File: config.mk
export PLATFORM = sky130hd
export DESIGN_NAME = aes_block_mem_ctrl
export DESIGN_NICKNAME = d
export VERILOG_FILES = /design/src/rtl/aes_block_mem_ctrl.sv
export SDC_FILE = /design/constraint.sdc
export NUM_CORES = 1
export LEC_CHECK = 0
export CAP_MARGIN = 20
export CORE_ASPECT_RATIO = 1.5
export CORE_UTILIZATION = 40
export DETAILED_ROUTE_END_ITERATION = 8
export PLACE_DENSITY = 0.76
export SYNTH_ARGS = -nofsm -noshare
export SYNTH_HDL_FRONTEND = slang
export SYNTH_SLANG_ARGS = --single-unit
export TNS_END_PERCENT = 10
File: constraint.sdc
create_clock -name clk -period 12.1 [get_ports clk]
set_input_delay 3.63 -clock clk [delete_from_list [all_inputs] [get_ports clk]]
set_output_delay 3.63 -clock clk [all_outputs]
set_load 0.05 [all_outputs]
File: src/rtl/aes_block_mem_ctrl.sv
// rtl/aes_block_mem_ctrl.sv - round-robin 16-byte block mover between two requesters and a byte-wide scratch memory
module aes_block_mem_ctrl (
  input  logic         clk,
  input  logic         reset,
  input  logic         req0,
  input  logic         req1,
  input  logic         op0,
  input  logic         op1,
  input  logic [7:0]   base0,
  input  logic [7:0]   base1,
  input  logic [127:0] wdata0,
  input  logic [127:0] wdata1,
  output logic [127:0] rdata,
  output logic         done0,
  output logic         done1,
  output logic         busy,
  output logic         owner,
  output logic [7:0]   mem_addr,
  output logic         mem_wr,
  output logic [7:0]   mem_wdata,
  input  logic [7:0]   mem_rdata
);

  typedef enum logic [2:0] {IDLE, WR, RD, RDLAST, DONE} state_e;

  state_e            state_q, state_d;
  logic [3:0]        cnt_q, cnt_d, cnt_nx, cnt_m1;
  logic [7:0]        base_q, base_d;
  // Element 15 holds block byte 0, so byte k lives at index ~k.
  logic [15:0][7:0]  wdata_q, wdata_d, rdata_q, rdata_d;
  logic              owner_q, owner_d, win;
  logic              done0_q, done0_d, done1_q, done1_d, busy_q, busy_d;
  logic              mem_wr_q, mem_wr_d;
  logic [7:0]        mem_addr_q, mem_addr_d, mem_wdata_q, mem_wdata_d;

  // Memory-port registers are loaded with the values for the state being entered,
  // so every output is a flop yet lines up with the state it belongs to.
  always_comb begin
    state_d     = state_q;
    cnt_d       = cnt_q;
    base_d      = base_q;
    wdata_d     = wdata_q;
    rdata_d     = rdata_q;
    owner_d     = owner_q;
    done0_d     = 1'b0;
    done1_d     = 1'b0;
    mem_wr_d    = 1'b0;
    mem_addr_d  = mem_addr_q;
    mem_wdata_d = mem_wdata_q;
    cnt_nx      = cnt_q + 4'd1;
    cnt_m1      = cnt_q - 4'd1;
    win         = (req0 && req1) ? ~owner_q : req1;

    case (state_q)
      IDLE: begin
        if (req0 || req1) begin
          owner_d    = win;
          cnt_d      = 4'd0;
          base_d     = win ? base1 : base0;
          wdata_d    = win ? wdata1 : wdata0;
          mem_addr_d = base_d;
          if (win ? op1 : op0) begin
            state_d     = WR;
            mem_wr_d    = 1'b1;
            mem_wdata_d = wdata_d[15];
          end else begin
            state_d = RD;
          end
        end
      end
      WR: begin
        if (cnt_q == 4'd15) begin
          state_d = DONE;
          done0_d = ~owner_q;
          done1_d = owner_q;
        end else begin
          cnt_d       = cnt_nx;
          mem_wr_d    = 1'b1;
          mem_addr_d  = base_q + {4'd0, cnt_nx};
          mem_wdata_d = wdata_q[~cnt_nx];
        end
      end
      RD: begin
        if (cnt_q != 4'd0) rdata_d[~cnt_m1] = mem_rdata;
        if (cnt_q == 4'd15) begin
          state_d = RDLAST;
        end else begin
          cnt_d      = cnt_nx;
          mem_addr_d = base_q + {4'd0, cnt_nx};
        end
      end
      RDLAST: begin
        rdata_d[0] = mem_rdata;
        state_d    = DONE;
        done0_d    = ~owner_q;
        done1_d    = owner_q;
      end
      DONE:    state_d = IDLE;
      default: state_d = IDLE;
    endcase

    busy_d = (state_d != IDLE);
  end

  always_ff @(posedge clk or posedge reset) begin
    if (reset) begin
      state_q     <= IDLE;
      cnt_q       <= 4'd0;
      base_q      <= 8'd0;
      wdata_q     <= '0;
      rdata_q     <= '0;
      owner_q     <= 1'b1;
      done0_q     <= 1'b0;
      done1_q     <= 1'b0;
      busy_q      <= 1'b0;
      mem_wr_q    <= 1'b0;
      mem_addr_q  <= 8'd0;
      mem_wdata_q <= 8'd0;
    end else begin
      state_q     <= state_d;
      cnt_q       <= cnt_d;
      base_q      <= base_d;
      wdata_q     <= wdata_d;
      rdata_q     <= rdata_d;
      owner_q     <= owner_d;
      done0_q     <= done0_d;
      done1_q     <= done1_d;
      busy_q      <= busy_d;
      mem_wr_q    <= mem_wr_d;
      mem_addr_q  <= mem_addr_d;
      mem_wdata_q <= mem_wdata_d;
    end
  end

  assign rdata     = rdata_q;
  assign done0     = done0_q;
  assign done1     = done1_q;
  assign busy      = busy_q;
  assign owner     = owner_q;
  assign mem_wr    = mem_wr_q;
  assign mem_addr  = mem_addr_q;
  assign mem_wdata = mem_wdata_q;

endmodule

==> results.md <==
Status:
- The flow ran to the end, and the final reports show no timing, DRC or antenna violations.

Timing:
- The max-slew headroom at the worst pin is 30.3%.
- The final count of negative-setup-slack endpoints is 0.
- Hold is met by 0.476 ns.
- Setup repair after global routing left no endpoint under its margin.
- The setup clock skew after layout is 0.0192 ns.
- Timing would allow up to roughly 180 MHz.
- The fraction of the cycle the final worst path needs is 46.7%.
- After routing, the total negative slack on setup checks comes to 0 ns.
- The number of slew-limit violations in the final report is 0.
- At the pin with the least slew margin, the transition time is between 1 and 1.5 ns.
- The hold violation total from the final report is 0.
- Counting I/O delays and the setup requirement, the final critical path takes 5.65 ns.

Pwr:
- Dividing total power by cell area gives a power density of 262 mW/mm².
- The worst-case IR drop observed on VDD is 0.000130 V.
- The static leakage is 0.00846 µW.

Global route:
- The largest net degree at the start of global routing is between 150 and 200.
- Global routing used ~23% of the available tracks.
- The global routing's busiest layer is met2.
- For met1 alone, demand over resource in global routing was 24.8%.
- The global-route met2 utilization is 42.6%.
- For this run, global-route usage on met3 was measured as 4.16%.
- The number of global-route vias before repair is roughly 11000.
- The total overflow left after global routing is 0.
- The number of antenna violations at the first check in global routing is 2.
- The first global-routing pass estimated 61.2 mm of wire.

Clock network:
- No sink is reached through more buffers than the 3 on the longest clock path.
- TritonCTS built the clock tree.
- The latest clock arrival within the worst-skew pair is 0.56 ns.
- The number of buffers inserted during clock tree synthesis is 28.
- The post-CTS setup repair buffer count is 0.
- Buffers inserted to repair hold after CTS numbered 0.
- The clock slew seen by the registers of the worst setup and hold paths is ~0.06 ns.
- The number of instances resized during post-cts repair is 0.
- The count of H-tree levels built during CTS is 1.
- The count of clock tree sinks is 292.
- Clock tree synthesis selected as its root buffer the cell clkbuf_16.

Flow run:
- The max capacitance violation total is 0.

Route:
- The remaining antenna violation count is 0.
- After detailed routing, the number of vias per cell comes to 5.22.
- The post-route DRC violation count is 0.
- Dividing the detail-routed wire length by the instance count gives approximately 20 µm.
- The via count of the routed design is 10179.
- The first-pass detailed-route iteration total is 4.
- The total wire length is just under 40 mm.
- For this block, the initial DRC count from the detailed router was ~410.

Setup path:
- The kind of capture point of the worst setup path is a flip-flop.
- The highest fanout seen on the critical path is 106.
- STA puts the critical path data required time at 12.49 ns.
- The critical path arrival is 6.04 ns.
- The critical setup path kind is in2reg.
- STA classifies the critical path startpoint as an input pin.

Yosys:
- The area share of the largest cell type after synthesis is between 50% and 60%.
- Sorting the synthesized cells by area gives the leading types as dfrtp_1 53%, mux2_2 10%, mux2i_1 10%.
- The main combinational cell family by area after synthesis is multiplexers.
- The count of synthesis-stage warnings from yosys is 0.
- The instance count of the mapped netlist is between 1000 and 1500.
- The biggest area contributor in the post-synthesis netlist is dfrtp_1.
- In the synthesized netlist the async set-or-reset flop fraction comes to 100%.
- The area fraction in compound gates after synthesis is slightly above 8%.
- The commonest cells after synthesis are 291 x dfrtp_1, 156 x nand2_1, 147 x o21ai_0.
- The most used flip-flop cell after synthesis is dfrtp_1.
- The area share of xor/xnor cells in the synthesized design is 0.426%.
- The synthesized area divided by synthesized cell count is 12.5 µm².
- After synthesis the cells add up to 0.0138 mm².
- The most frequent cell after synthesis is dfrtp_1.
- The number of nets in the synthesized netlist is 1403.
- After Yosys synthesis, and, or, nand and nor cells account for 7.48% of the synthesized area.
- Sequential cells were found to cover a little over half of the synthesized design area.
- Summing the areas of all fa, ha and maj instances in the mapped netlist gives 1.05% of the synthesized area.
- Of the post-synthesis cell area, the part taken by muxes is between 20% and 30%.
- The number of unique standard cell types used by synthesis is 56.
- The number of synthesized register bits is 292.
- The number of enable-type register cells in the synthesized netlist is 0.

Floorplanning:
- The initial core utilization is 41.0%.
- The vertical die dimension is 229 µm.
- The floorplan row count is approximately 80.
- In this run the standard cell core region covers 0.0337 mm².
- The die covers 0.0352 mm².
- The number of placed I/O pins is 435.
- The die boundary width is ~150 µm.

Finish:
- The net count reported at finish is 1804.
- The filler cell count is around 2800.
- Relative to the synthesized area, the layout overhead comes to 41.1%.
- The share of post-route cells with drive strength above 1 is 16.4%.
- The number of diodes is 0.

Placed design:
- The wire-length estimate of the detail-placed layout is 29.6 mm.
- The routability congestion estimate is 0.774.
- Buffers placed on the I/O ports in this run total 434.

Min path:
- The tightest min-delay check is of the reg2reg type.
## report_power, final
| part | internal [µW] | switching, µW |
|---|---|---|
| logic | 974 | 1500 |
| registers | 1400 | 252 |
| clock network | 604 | 378 |
## cell type report
cell class	count	area (µm²)	share of cell area [%]
tap	420	526	2.70
clock buffer	40	827	4.25
sequential	292	7310	37.6
timing repair buffer	441	4420	22.7
clock inverter	12	225	1.16
inverter	7	33.8	0.174
multi-input combinational	737	6120	31.4
## worst paths after layout
check / from / end / slack (ns) / cells after the start
max: req0 / wdata_q[84] / 6.45 / 5
min: wdata_q[0] / wdata_q[0] / 0.48 / 2
max reg2reg: cnt_q[1] / mem_addr[5] / 9.12 / 7
min reg2reg: wdata_q[0] / wdata_q[0] / 0.48 / 2
max in group asynchronous: reset / cnt_q[0] / 6.97 / 3
min in group asynchronous: reset / rdata[62] / 3.61 / 2
## state kept, by name, indices dropped and copies added (netlist names)
signal and cells:
mem_wr 1, cnt_q 4, state_q 3, mem_addr 8
wdata_q 128, done0 1, done1 1, rdata 128
base_q 8, mem_wdata 8, owner 1, busy 1
## through the flow
step | total power, µW | std cells | util, % | setup WS [ns] | cell area [µm²]
after detailed placement | 4150 | 1896 | 54.7 | 5.90 | 18400
after CTS | 5150 | 1948 | 57.8 | 6.42 | 19500
final | 5100 | 1949 | 57.8 | 6.45 | 19500
after global routing | 5390 | 1949 | 57.8 | 6.19 | 19500
after floorplan | 3330 | 1106 | - | 0.409 | 13800
after global placement | 4080 | 1896 | 54.7 | 5.93 | 18400
## metal layers
metal / vias up / wire (µm)
li1: 4757 / -
met1: 4956 / 14400
met2: 400 / 21200
met3: 66 / 2420
met4: 0 / 1490
met5: - / 0
## kinds of logic (layout without fill, tap and decap cells)
| family | count (synthesis) | after routing |
|---|---|---|
| XOR/XNOR | 5 | 5 |
| AND/OR/NAND/NOR | 220 | 220 |
| adder cells (fa/ha/maj) | 11 | 11 |
| multiplexers | 308 | 308 |
| flip-flops | 292 | 292 |
| buffers and inverters | 77 | 500 |
| AO/OA/AOI/OAI | 193 | 193 |
## critical path, stage by stage
cell             delay, ns
clkdlybuf4s50_1       0.48
nor2_1                0.21
or4_4                 0.64
buf_4                 0.77
o21ai_0               0.23
## cell usage in the layout, fill, tap and decap left out, types with 6 or more instances in the layout
cell / count
a21oi_1: 10
a311oi_1: 8
bufinv_16: 6
clkbuf_16: 29
clkbuf_8: 6
clkdlybuf4s50_1: 434
dfrtp_1: 290
ha_1: 9
inv_1: 6
mux2_2: 128
mux2i_1: 140
mux4_1: 6
mux4_2: 33
nand2_1: 156
nand3_1: 6
nand3_2: 8
nor2_1: 28
o21ai_0: 147
Power figures use the tool's default switching activity.
